$ cat src/rtl/arcade_pause_ctl_if.sv
// Pause-controller signal bundle between the core/OSD side and arcade_pause_ctl.
// The master drives button, requests, OSD state, options and pixels; the slave returns the registered outputs.
interface arcade_pause_ctl_if #(
    parameter int RW   = 4,
    parameter int GW   = 4,
    parameter int BW   = 4,
    parameter int NREQ = 1
);
    logic                  user_button;
    logic [NREQ-1:0]       pause_request;
    logic                  OSD_STATUS;
    logic [1:0]            options;
    logic [RW-1:0]         r;
    logic [GW-1:0]         g;
    logic [BW-1:0]         b;
    logic [RW+GW+BW-1:0]   rgb_out;
    logic                  pause_cpu;
    logic                  dim_active;

    modport master (
        output user_button, pause_request, OSD_STATUS, options, r, g, b,
        input  rgb_out, pause_cpu, dim_active
    );

    modport slave (
        input  user_button, pause_request, OSD_STATUS, options, r, g, b,
        output rgb_out, pause_cpu, dim_active
    );
endinterface

$ cat src/rtl/arcade_pause_ctl.sv
// Arcade pause controller: button/request/OSD pause with screen dimming after a sustained pause.
// All outputs registered with 1-cycle latency; no backpressure, outputs update every cycle.
module arcade_pause_ctl #(
    parameter int RW          = 4,
    parameter int GW          = 4,
    parameter int BW          = 4,
    parameter int NREQ        = 1,
    parameter int CLOCK_HZ    = 36000000,
    parameter int DIM_SECONDS = 10,
    parameter int DIM_SHIFT   = 1
) (
    input  logic                 clk_sys,
    input  logic                 reset,
    arcade_pause_ctl_if.slave    bus
);
    localparam int          PW       = $clog2(CLOCK_HZ);
    localparam logic [PW-1:0] PRE_LAST = PW'(CLOCK_HZ - 1);
    localparam logic [7:0]  SEC_LAST = 8'(DIM_SECONDS);
    localparam logic        DIM_EN   = (DIM_SHIFT > 0);

    logic                   user_paused;
    logic                   btn_q;
    logic                   armed;
    logic [PW-1:0]          prescale;
    logic [7:0]             seconds;
    logic                   pause_cpu_q;
    logic                   dim_q;
    logic [RW+GW+BW-1:0]    rgb_q;

    logic                   user_paused_nxt;
    logic                   qual_nxt;
    logic                   dim_nxt;
    logic [PW-1:0]          prescale_nxt;
    logic [7:0]             seconds_nxt;
    logic [RW-1:0]          r_dim;
    logic [GW-1:0]          g_dim;
    logic [BW-1:0]          b_dim;

    // Shifting by the channel width or more naturally yields zero for that channel.
    assign r_dim = bus.r >> DIM_SHIFT;
    assign g_dim = bus.g >> DIM_SHIFT;
    assign b_dim = bus.b >> DIM_SHIFT;

    always_comb begin
        // armed blocks edge detection on the first clock after reset, so a held button cannot toggle
        user_paused_nxt = user_paused ^ (armed & bus.user_button & ~btn_q);
        qual_nxt        = user_paused_nxt | (bus.options[0] & bus.OSD_STATUS);
        prescale_nxt    = '0;
        seconds_nxt     = '0;
        if (qual_nxt) begin
            if (prescale == PRE_LAST) begin
                prescale_nxt = '0;
                seconds_nxt  = (seconds >= SEC_LAST) ? seconds : seconds + 8'd1;
            end else begin
                prescale_nxt = prescale + 1'b1;
                seconds_nxt  = seconds;
            end
        end
        dim_nxt = DIM_EN & qual_nxt & bus.options[1] & (seconds == SEC_LAST);
    end

    always_ff @(posedge clk_sys or posedge reset) begin
        if (reset) begin
            user_paused <= 1'b0;
            btn_q       <= 1'b0;
            armed       <= 1'b0;
            prescale    <= '0;
            seconds     <= '0;
            pause_cpu_q <= 1'b0;
            dim_q       <= 1'b0;
            rgb_q       <= '0;
        end else begin
            user_paused <= user_paused_nxt;
            btn_q       <= bus.user_button;
            armed       <= 1'b1;
            prescale    <= prescale_nxt;
            seconds     <= seconds_nxt;
            pause_cpu_q <= qual_nxt | (|bus.pause_request);
            dim_q       <= dim_nxt;
            rgb_q       <= dim_nxt ? {r_dim, g_dim, b_dim} : {bus.r, bus.g, bus.b};
        end
    end

    assign bus.pause_cpu  = pause_cpu_q;
    assign bus.dim_active = dim_q;
    assign bus.rgb_out    = rgb_q;
endmodule

$ cat src/flat_wrapper.sv
// flat-port wrapper written by rule: the top's interface ports become plain ports
module arcade_pause_ctl_flat 
#(
    parameter int RW          = 4,
    parameter int GW          = 4,
    parameter int BW          = 4,
    parameter int NREQ        = 1,
    parameter int CLOCK_HZ    = 36000000,
    parameter int DIM_SECONDS = 10,
    parameter int DIM_SHIFT   = 1
)
  (clk_sys, reset, bus_user_button, bus_pause_request, bus_OSD_STATUS, bus_options, bus_r, bus_g, bus_b, bus_rgb_out, bus_pause_cpu, bus_dim_active);
  arcade_pause_ctl_if #(.RW(RW), .GW(GW), .BW(BW), .NREQ(NREQ)) bus_i ();
  input  logic clk_sys;
  input  logic reset;
  input wire logic [$bits(bus_i.user_button)-1:0] bus_user_button;
  input wire logic [$bits(bus_i.pause_request)-1:0] bus_pause_request;
  input wire logic [$bits(bus_i.OSD_STATUS)-1:0] bus_OSD_STATUS;
  input wire logic [$bits(bus_i.options)-1:0] bus_options;
  input wire logic [$bits(bus_i.r)-1:0] bus_r;
  input wire logic [$bits(bus_i.g)-1:0] bus_g;
  input wire logic [$bits(bus_i.b)-1:0] bus_b;
  output wire logic [$bits(bus_i.rgb_out)-1:0] bus_rgb_out;
  output wire logic [$bits(bus_i.pause_cpu)-1:0] bus_pause_cpu;
  output wire logic [$bits(bus_i.dim_active)-1:0] bus_dim_active;
  assign bus_i.user_button = bus_user_button;
  assign bus_i.pause_request = bus_pause_request;
  assign bus_i.OSD_STATUS = bus_OSD_STATUS;
  assign bus_i.options = bus_options;
  assign bus_i.r = bus_r;
  assign bus_i.g = bus_g;
  assign bus_i.b = bus_b;
  assign bus_rgb_out = bus_i.rgb_out;
  assign bus_pause_cpu = bus_i.pause_cpu;
  assign bus_dim_active = bus_i.dim_active;
  arcade_pause_ctl #(.RW(RW), .GW(GW), .BW(BW), .NREQ(NREQ), .CLOCK_HZ(CLOCK_HZ), .DIM_SECONDS(DIM_SECONDS), .DIM_SHIFT(DIM_SHIFT)) u_core (.clk_sys(clk_sys), .reset(reset), .bus(bus_i));
endmodule
$ cat config.mk
export PLATFORM = sky130hd
export DESIGN_NAME = arcade_pause_ctl_flat
export DESIGN_NICKNAME = d
export VERILOG_FILES = /design/src/rtl/arcade_pause_ctl_if.sv /design/src/rtl/arcade_pause_ctl.sv /design/src/flat_wrapper.sv
export SDC_FILE = /design/constraint.sdc
export NUM_CORES = 1
export LEC_CHECK = 0
export BUFFER_PORTS_ARGS = -buffer_cell sky130_fd_sc_hd__buf_2
export CORE_MARGIN = 2
export CORE_UTILIZATION = 40
export CTS_CLUSTER_DIAMETER = 200
export CTS_CLUSTER_SIZE = 8
export DETAILED_ROUTE_END_ITERATION = 8
export GPL_TIMING_DRIVEN = 0
export MAX_ROUTING_LAYER = met4
export PLACE_DENSITY = 0.57
export SLEW_MARGIN = 20
export SYNTH_ARGS = -nofsm -noshare
export SYNTH_HDL_FRONTEND = slang
export SYNTH_SLANG_ARGS = --single-unit
$ cat constraint.sdc
create_clock -name clk_sys -period 2.2 [get_ports clk_sys]
set_input_delay 0.33 -clock clk_sys [delete_from_list [all_inputs] [get_ports clk_sys]]
set_output_delay 0.33 -clock clk_sys [all_outputs]
set_load 0.02 [all_outputs]
==> impl_summary.log, run 1 <==
INFO  metric status = finished, final reports clean
INFO  metric vertical_extent_of_the_die = 81.15 µm
INFO  metric total_count_of_hold_check_failures_in_the_final_report = 0
INFO  metric mostFrequentLayoutCell = dfrtp_1
INFO  metric critPathKind = flop to flop
INFO  metric maxSlewHeadroom = 0.6309
INFO  metric power-per-cell-area = 676.2 nW/µm²
INFO  metric die_width = 81.15 µm
INFO  metric number_of_enable_type_register_cells_in_the_synthesized_netlist = 0
INFO  metric detail_route.wirelength = 4769 µm
INFO  metric power_frac_comb = 0.158
INFO  metric reg2reg_slack = 0.13 ns
INFO  metric path_delay_family = simple AND/OR/NAND/NOR gates
INFO  metric number_of_diodes_added_for_antenna_fixing = 0
INFO  metric min-delay-path-class = primary input to asynchronous set/reset pin
INFO  metric gr-usage-met3 = 0.02667
INFO  metric post-route-worst-setup-slack = 0.1286 ns
INFO  metric cp_data_required_time = 2.43 ns
INFO  metric ctsHoldBuffers = 0
INFO  metric tritoncts_clock_tree = built
INFO  metric placement.io_buffers = 32
INFO  metric internal_power = 0.001314 W
INFO  metric share_of_async_settable_or_async_resettable_flops_after_synthesis = 1.000
INFO  metric number_of_maximum_capacitance_constraint_violations = 0
INFO  metric final_nets = 290
INFO  metric p_seq_frac = 0.550
INFO  metric count_of_distinct_cell_types_in_the_synthesized_netlist = 37
INFO  metric postSynthNetCount = 248
INFO  metric worst_r2r_path_depth = 5
INFO  metric reg2reg_to = u_core.prescale[25]$_DFF_PP0_
INFO  metric syn-cell-area = 2381 µm²
INFO  metric critical-path-max-stage-delay = 0.51 ns
INFO  metric postRouteAntennaNets = 0
INFO  metric yosysSeqAreaShare = 0.5360
INFO  metric fin_area = 2795 µm²
INFO  metric globalRoute.totalOverflow = 0
INFO  metric via_count_of_the_first_global_routing_pass = 1704
INFO  metric antenna_found_initial = 0
INFO  metric tns = 0 ns
INFO  metric clock_tree.root_cell = clkbuf_8
INFO  metric drt-pass1-iter-count = 4
INFO  metric slew_at_the_pin_with_the_worst_max_slew_slack = 0.5516 ns
INFO  metric final.setup_skew = 0.008945 ns
INFO  metric timing.critical_path.cells = nand4_4 > or4_1 > buf_2 > or4_1 > a21oi_1
INFO  metric num_vias = 1762
INFO  metric synth.yosys.warnings = 0
INFO  metric pin_count = 33
INFO  metric critical-path-slowest-cell = or4_1
INFO  metric synthFlopType = dfrtp_1
INFO  metric final_layout_size_suffix_gt1_frac = 0.2463
INFO  metric hold_slack = 0.04077 ns
INFO  metric fin_util = 0.4778
INFO  metric cts_buffer_depth = 2
INFO  metric tritoncts_buffers = 5
INFO  metric core-area = 5851 µm²
INFO  metric min_period_over_period = 0.9416
INFO  metric pre_cts_slack = -0.4379 ns
INFO  metric power.share.clock = 0.292
INFO  metric detail_route.wl_per_cell = 13.90 µm
INFO  metric flow.area_growth_from_synthesis = 17.39%
INFO  metric timing.critical_path.fanout_max = 9
INFO  metric clkSlewWorstSetupHoldPaths = 0.10 ns
INFO  metric rsz0062_at_grt = no
INFO  metric final-max-slew-violation-count = 0
INFO  metric placement.cell_area = 2655 µm²
INFO  metric maxClockFrequency = 482.8 MHz
INFO  metric detailed_place_hpwl = 3332 µm
INFO  metric core.rowCount = 28
INFO  metric synthCells = 225
INFO  metric worst_ir_drop_vdd = 397.3 µV
INFO  metric grt-busiest-layer = met2
INFO  metric mean_instance_size_in_the_synthesized_netlist = 10.58 µm²
INFO  metric layout.cells.most_common_list = dfrtp_1, buf_2, nor2_1
INFO  metric worst_ep_arrival_time = 2.30 ns
INFO  metric final_period_minus_worst_setup_slack = 2.071 ns
INFO  metric clkLatencyLatePin = 0.30 ns
INFO  metric floorplan.initialDensity = 0.4070
INFO  metric critical_path_buf_inv_count = 1
INFO  metric cp-start-kind = flop
INFO  metric worst_path_most_repeated_cell = or4_1
INFO  metric grt_first_pass_wirelength = 7955 µm
INFO  metric cts.sinks = 51
INFO  metric drcViolationCount = 0
INFO  metric post_drt_via_cell_ratio = 5.137
INFO  metric source_of_the_worst_register_to_register_timing_path = u_core.prescale[4]$_DFF_PP0_
INFO  metric setup_violations = 0
INFO  metric grt_use_met1 = 0.2315
INFO  metric dieArea = 6585 µm²
INFO  metric drtIter0Drc = 84
INFO  metric global_routing_usage_summed_across_all_routing_layers = 0.1602
INFO  metric grt_util_met2 = 0.2355
INFO  metric net-switching-power = 0.0005764 W
INFO  metric cellLeakagePower = 1.195 nW
INFO  metric depth_of_the_cts_h_tree = 2
INFO  metric crit_path_end_kind = flop
INFO  metric crit_path_start = u_core.prescale[4]$_DFF_PP0_
INFO  metric yosys_register_bits = 51
INFO  metric sw_frac_of_total = 0.3049
INFO  metric routabilityCongestion = 0.8029
INFO  metric grt_start_max_net_pins = 31
-- through the flow --
stage                     std cells  power (W)
final                           343   0.001890
after global routing            343   0.002006
after floorplan                 225   0.001221
after detailed placement        333   0.001330
after CTS                       341   0.001907
after global placement          332   0.001323
-- cell usage after synthesis (all sizes together), types with 2 or more instances --
| library cell | count | share of area |
|---|---|---|
| dfrtp | 51 | 0.54 |
| nor2 | 17 | 0.027 |
| nand3 | 16 | 0.034 |
| a21oi | 15 | 0.032 |
| nand2 | 12 | 0.019 |
| or4 | 11 | 0.035 |
| inv | 10 | 0.016 |
| mux2 | 9 | 0.043 |
| o31ai | 9 | 0.028 |
| xnor2 | 9 | 0.033 |
| nor2b | 8 | 0.021 |
| nand4 | 7 | 0.027 |
| or3 | 6 | 0.017 |
| clkbuf | 5 | 0.0079 |
| nor3 | 5 | 0.011 |
| nor4 | 5 | 0.013 |
| and3 | 4 | 0.011 |
| ha | 4 | 0.021 |
| o21ai | 4 | 0.0084 |
| xor2 | 4 | 0.015 |
| and4 | 2 | 0.0079 |
| nor4b | 2 | 0.0074 |
-- what timing repair did --
| action | 4_1_cts | 5_1_grt |
|---|---|---|
| gates resized for setup | 5 | 3 |
| setup endpoints to repair | 26 | 29 |
| setup buffers | 0 | 2 |
| pin swaps | 0 | 2 |
-- per-layer routing --
layer  vias to the layer above  part of all wire
li1                        899                 -
met1                       845              0.51
met2                        16              0.46
met3                         2             0.019
met4                         0            0.0069
met5                         -                 0
-- cells by family after synthesis --
group,count (synthesis),synth area share
buffers and inverters,16,0.02575
AND/OR/NAND/NOR,99,0.2428
other,1,0.001575
multiplexers,10,0.04677
flip-flops,51,0.5360
AO/OA/AOI/OAI,31,0.07830
XOR/XNOR,13,0.04782
adder cells (fa/ha/maj),4,0.02102
-- worst reg2reg max path: stages (launching register included) --
cell and delay, ns:
dfrtp_1 0.49, nand4_4 0.17, or4_1 0.51, buf_2 0.19
or4_1 0.48, a21oi_1 0.15
-- registers in the layout, indices dropped and copies added, names as in the netlist --
| register | count |
|---|---|
| u_core.user_paused | 1 |
| u_core.bus.pause_cpu | 1 |
| u_core.bus.rgb_out | 12 |
| u_core.btn_q | 1 |
| u_core.bus.dim_active | 1 |
| u_core.prescale | 26 |
| u_core.seconds | 8 |
| u_core.armed | 1 |
-- worst max path at each step --
stage                               endpoint  cells after the start
5_1_grt        u_core.prescale[22]$_DFF_PP0_                      6
4_1_cts         u_core.prescale[3]$_DFF_PP0_                      5
3_3_place_gp    u_core.prescale[5]$_DFF_PP0_                      5
6_report       u_core.prescale[25]$_DFF_PP0_                      5
2_1_floorplan  u_core.prescale[10]$_DFF_PP0_                      6
3_5_place_dp    u_core.prescale[3]$_DFF_PP0_                      5
-- power groups by stage --
stage | Combinational (W) | Sequential (W) | Clock (W)
floorplan | 0.000158 | 0.00106 | 0
global placement | 0.000277 | 0.00105 | 0
detailed placement | 0.000284 | 0.00105 | 0
CTS | 0.000305 | 0.00103 | 0.000575
global route | 0.000342 | 0.00105 | 0.000613
finish | 0.000299 | 0.00104 | 0.000552
-- cell type report --
type,instances,area (µm²)
tap,75,93.84
clock inverter,3,25.02
multi-input combinational,158,1070
sequential,51,1277
fill,534,3055
buffer,6,27.53
clock buffer,5,68.82
inverter,10,37.54
timing repair buffer,35,195.2
No activity file was read; power rests on OpenSTA's default activity.
==> run 2, diff against run 1 <==
--- a/config.mk
+++ b/config.mk
@@ -5,15 +5,16 @@
 export SDC_FILE = /design/constraint.sdc
 export NUM_CORES = 1
 export LEC_CHECK = 0
+export ABC_AREA = 1
 export BUFFER_PORTS_ARGS = -buffer_cell sky130_fd_sc_hd__buf_2
-export CORE_MARGIN = 2
+export CORE_MARGIN = 4
 export CORE_UTILIZATION = 40
 export CTS_CLUSTER_DIAMETER = 200
 export CTS_CLUSTER_SIZE = 8
 export DETAILED_ROUTE_END_ITERATION = 8
 export GPL_TIMING_DRIVEN = 0
 export MAX_ROUTING_LAYER = met4
-export PLACE_DENSITY = 0.57
+export PLACE_DENSITY = 0.56
 export SLEW_MARGIN = 20
 export SYNTH_ARGS = -nofsm -noshare
 export SYNTH_HDL_FRONTEND = slang
==> run 2 against run 1 <==
  * Design area up 11%
  * Register-to-register slack better by 0.32 ns
  * Synthesized cell count rose by 66%
  * Clock power is 46% higher
  * Largest power group unchanged
  * Worst setup slack gained 0.32 ns
  * Power grew 7.7%
  * Fmax increased by 18%
  * Synthesized area grew 13%
  * Via count rose by 30%
  * Count of clock-buffer cells in the layout stayed put
  * Critical path depth is 4 higher
==> impl_summary.log, run 2 <==
INFO  metric number_of_diodes_added_for_antenna_fixing = 0 (unchanged)
INFO  metric core-area = 6459 µm² (was 5851 µm²)
INFO  metric drt-pass1-iter-count = 4 (unchanged)
INFO  metric timing.critical_path.fanout_max = 10 (was 9)
INFO  metric critical-path-slowest-cell = dfrtp_1 (was or4_1)
INFO  metric dieArea = 8125 µm² (was 6585 µm²)
INFO  metric total_count_of_hold_check_failures_in_the_final_report = 0 (unchanged)
INFO  metric placedCellCount = 483 (was 333)
INFO  metric worst_r2r_path_depth = 9 (was 5)
INFO  metric fill_cells = 699 (was 534)
INFO  metric syn-cell-area = 2699 µm² (was 2381 µm²)
INFO  metric clock_tree.root_cell = clkbuf_8 (unchanged)
INFO  metric postRouteAntennaNets = 0 (unchanged)
INFO  metric power-per-cell-area = 657.3 nW/µm² (was 676.2 nW/µm²)
INFO  metric worst_ir_drop_vdd = 408.1 µV (was 397.3 µV)
INFO  metric maxClockFrequency = 570.0 MHz (was 482.8 MHz)
INFO  metric grt_first_pass_wirelength = 10540 µm (was 7955 µm)
INFO  metric final-instance-count-excl-fill = 491 (was 343)
INFO  metric post_drt_via_cell_ratio = 4.678 (was 5.137)
INFO  metric vertical_extent_of_the_die = 90.14 µm (was 81.15 µm)
INFO  metric num_vias = 2297 (was 1762)
INFO  metric synthCells = 374 (was 225)
INFO  metric reg2reg_slack = 0.45 ns (was 0.13 ns)
INFO  metric number_of_maximum_capacitance_constraint_violations = 0 (unchanged)
INFO  metric post_cts.repair.setup_buffers = 0 (unchanged)
INFO  metric min_period_over_period = 0.7974 (was 0.9416)
INFO  metric timing.critical_path.cells = ha_1 > inv_1 > nor2_4 > nand3_2 > nor2_4 > nor2_2 > buf_6 > nand2_1 > nor2_1 (was nand4_4 > or4_1 > buf_2 > or4_1 > a21oi_1)
INFO  metric detail_route.wl_per_cell = 12.35 µm (was 13.90 µm)
INFO  metric pin_count = 33 (unchanged)
INFO  metric clkLatencyLatePin = 0.31 ns (was 0.30 ns)
INFO  metric cts.repair.resized = 0 (was 5)
INFO  metric die_width = 90.14 µm (was 81.15 µm)
INFO  metric largest_register_ffs = 26 (unchanged)
INFO  metric count_of_distinct_cell_types_in_the_synthesized_netlist = 24 (was 37)
INFO  metric detailed_place_hpwl = 4573 µm (was 3332 µm)
INFO  metric final-max-slew-violation-count = 0 (unchanged)
INFO  metric synth.yosys.warnings = 0 (unchanged)
INFO  metric ctsHoldBuffers = 0 (unchanged)
INFO  metric yosysSeqAreaShare = 0.4729 (was 0.5360)
INFO  metric cts_buffer_depth = 2 (unchanged)
INFO  metric netlist_top_cells_area = dfrtp_1, nand2_1, nor2_1, inv_1, nand3_1 (was dfrtp_1, mux2_2, nand3_1, xnor2_1, a21oi_1)
INFO  metric flow.area_growth_from_synthesis = 14.79% (was 17.39%)
INFO  metric core.rowCount = 29 (was 28)
INFO  metric floorplan.initialDensity = 0.4179 (was 0.4070)
INFO  metric final_period_minus_worst_setup_slack = 1.754 ns (was 2.071 ns)
INFO  metric grt_start_max_net_pins = 52 (was 31)
INFO  metric depth_of_the_cts_h_tree = 2 (unchanged)
INFO  metric status = finished, final reports clean (unchanged)
INFO  metric ys_top_cells_by_count = nand2_1, nor2_1, dfrtp_1 (was dfrtp_1, nor2_1, nand3_1)
INFO  metric report.power.total = 0.002036 W (was 0.001890 W)
INFO  metric global_routing_usage_summed_across_all_routing_layers = 0.1615 (was 0.1602)
INFO  metric source_of_the_worst_register_to_register_timing_path = u_core.prescale[0]$_DFF_PP0_ (was u_core.prescale[4]$_DFF_PP0_)
INFO  metric rsz0062_at_grt = no (unchanged)
INFO  metric synth.top_cell.area_share = 0.4729 (was 0.5360)
INFO  metric final_layout_size_suffix_gt1_frac = 0.1280 (was 0.2463)
INFO  metric via_count_of_the_first_global_routing_pass = 2202 (was 1704)
INFO  metric detail_route.wirelength = 6064 µm (was 4769 µm)
INFO  metric synthFlopType = dfrtp_1 (unchanged)
INFO  metric routabilityCongestion = 0.8948 (was 0.8029)
INFO  metric drcViolationCount = 0 (unchanged)
INFO  metric globalRoute.totalOverflow = 0 (unchanged)
INFO  metric final_nets = 436 (was 290)
INFO  metric worst_ep_arrival_time = 1.95 ns (was 2.30 ns)
INFO  metric share_of_async_settable_or_async_resettable_flops_after_synthesis = 1.000 (unchanged)
INFO  metric setup_violations = 0 (unchanged)
INFO  metric tritoncts_buffers = 5 (unchanged)
INFO  metric reg2reg_to = u_core.prescale[7]$_DFF_PP0_ (was u_core.prescale[25]$_DFF_PP0_)
INFO  metric cts.sinks = 51 (unchanged)
INFO  metric min-delay-path-class = primary input to asynchronous set/reset pin (unchanged)
INFO  metric slew_at_the_pin_with_the_worst_max_slew_slack = 0.6470 ns (was 0.5516 ns)
INFO  metric placement.io_buffers = 32 (unchanged)
INFO  metric top_register = u_core.prescale (unchanged)
INFO  metric synthDominantAreaCellType = dfrtp_1 (unchanged)
INFO  metric postSynthNetCount = 397 (was 248)
INFO  metric tritoncts_clock_tree = built (unchanged)
INFO  metric drtIter0Drc = 113 (was 84)
INFO  metric final.setup_skew = 0.01051 ns (was 0.008945 ns)
INFO  metric worst_path_most_repeated_cell = nor2_4 (was or4_1)
INFO  metric number_of_enable_type_register_cells_in_the_synthesized_netlist = 0 (unchanged)
INFO  metric antenna_found_initial = 0 (unchanged)
INFO  metric critPathKind = flop to flop (unchanged)
INFO  metric cellLeakagePower = 1.512 nW (was 1.195 nW)
INFO  metric maxSlewHeadroom = 0.5687 (was 0.6309)
INFO  metric synth.most_common_cell = nand2_1 (was dfrtp_1)
INFO  metric cp_data_required_time = 2.40 ns (was 2.43 ns)
INFO  metric cp-start-kind = flop (unchanged)
INFO  metric clkSlewWorstSetupHoldPaths = 0.10 ns (about the same)
INFO  metric layout.cells.most_common_list = nand2_1, nor2_1, dfrtp_1 (was dfrtp_1, buf_2, nor2_1)
INFO  metric critical-path-max-stage-delay = 0.45 ns (was 0.51 ns)
INFO  metric yosys_register_bits = 51 (unchanged)
INFO  metric mostFrequentLayoutCell = nand2_1 (was dfrtp_1)
INFO  metric crit_path_end_kind = flop (unchanged)
INFO  metric mean_instance_size_in_the_synthesized_netlist = 7.216 µm² (was 10.58 µm²)
-- run 2: routing by layer --
metal | share of wire | up-vias | routed length (µm) | global-route usage
met5 | 0 | - | 0 | -
met4 | 0.0059 | 0 | 36 | 0.02296
met3 | 0.035 | 4 | 210 | 0.03422
met2 | 0.45 | 37 | 2706 | 0.2464
met1 | 0.51 | 1039 | 3110 | 0.2275
li1 | - | 1217 | - | -
-- run 2: worst max path at each step --
stage,from,endpoint,slack (ns)
2_1_floorplan,reset,u_core.armed$_DFF_PP0_,0.64
3_3_place_gp,reset,u_core.seconds[3]$_DFFE_PP0P_,-0.11
3_5_place_dp,u_core.prescale[0]$_DFF_PP0_,u_core.prescale[7]$_DFF_PP0_,0.44
4_1_cts,u_core.prescale[0]$_DFF_PP0_,u_core.prescale[7]$_DFF_PP0_,0.42
5_1_grt,u_core.seconds[0]$_DFFE_PP0P_,u_core.seconds[5]$_DFFE_PP0P_,0.27
6_report,u_core.prescale[0]$_DFF_PP0_,u_core.prescale[7]$_DFF_PP0_,0.45
-- run 2: stage by stage --
step	util	hold WS, ns	instance area, µm²	setup slack, ns	TNS, ns
2_1_floorplan	-	0.3614	2699	0.6405	0
3_3_place_gp	0.4576	0.4550	2955	-0.1127	-5.608
3_5_place_dp	0.4580	0.4576	2958	0.4383	0
4_1_cts	0.4797	0.1333	3098	0.4222	0
5_1_grt	0.4797	0.1198	3098	0.2697	0
6_report	0.4797	0.09929	3098	0.4457	0
-- run 2: final cells by class --
type	count	area, µm²	share of cell area
timing repair buffer	32	160.2	0.05170
sequential	51	1276	0.4120
buffer	4	25.02	0.008078
inverter	48	182.7	0.05897
multi-input combinational	271	1217	0.3930
clock buffer	5	68.82	0.02221
tap	77	96.34	0.03110
clock inverter	3	71.32	0.02302
-- run 2: kinds of logic after synthesis --
family / Yosys count / synth area share
other cells: 1 / 0.001389
compound gates: 14 / 0.02689
buf+inv: 52 / 0.07603
xor+xnor: 9 / 0.02921
simple gates: 243 / 0.3751
flops: 51 / 0.4729
fa+ha+maj: 4 / 0.01855
-- run 2: where the power goes --
part / total, W / switching [W] / internal, W
Combinational: 0.000219 / 0.000148 / 0.0000707
Sequential: 0.00101 / 0.0000347 / 0.000977
Clock: 0.000806 / 0.000344 / 0.000462
-- run 2: worst max-delay path, delay by kind of cell (launching register included) --
family,cells,cell delay (ns)
fa+ha+maj,1,0.26
flops,1,0.45
buf+inv,2,0.26
simple gates,6,0.68
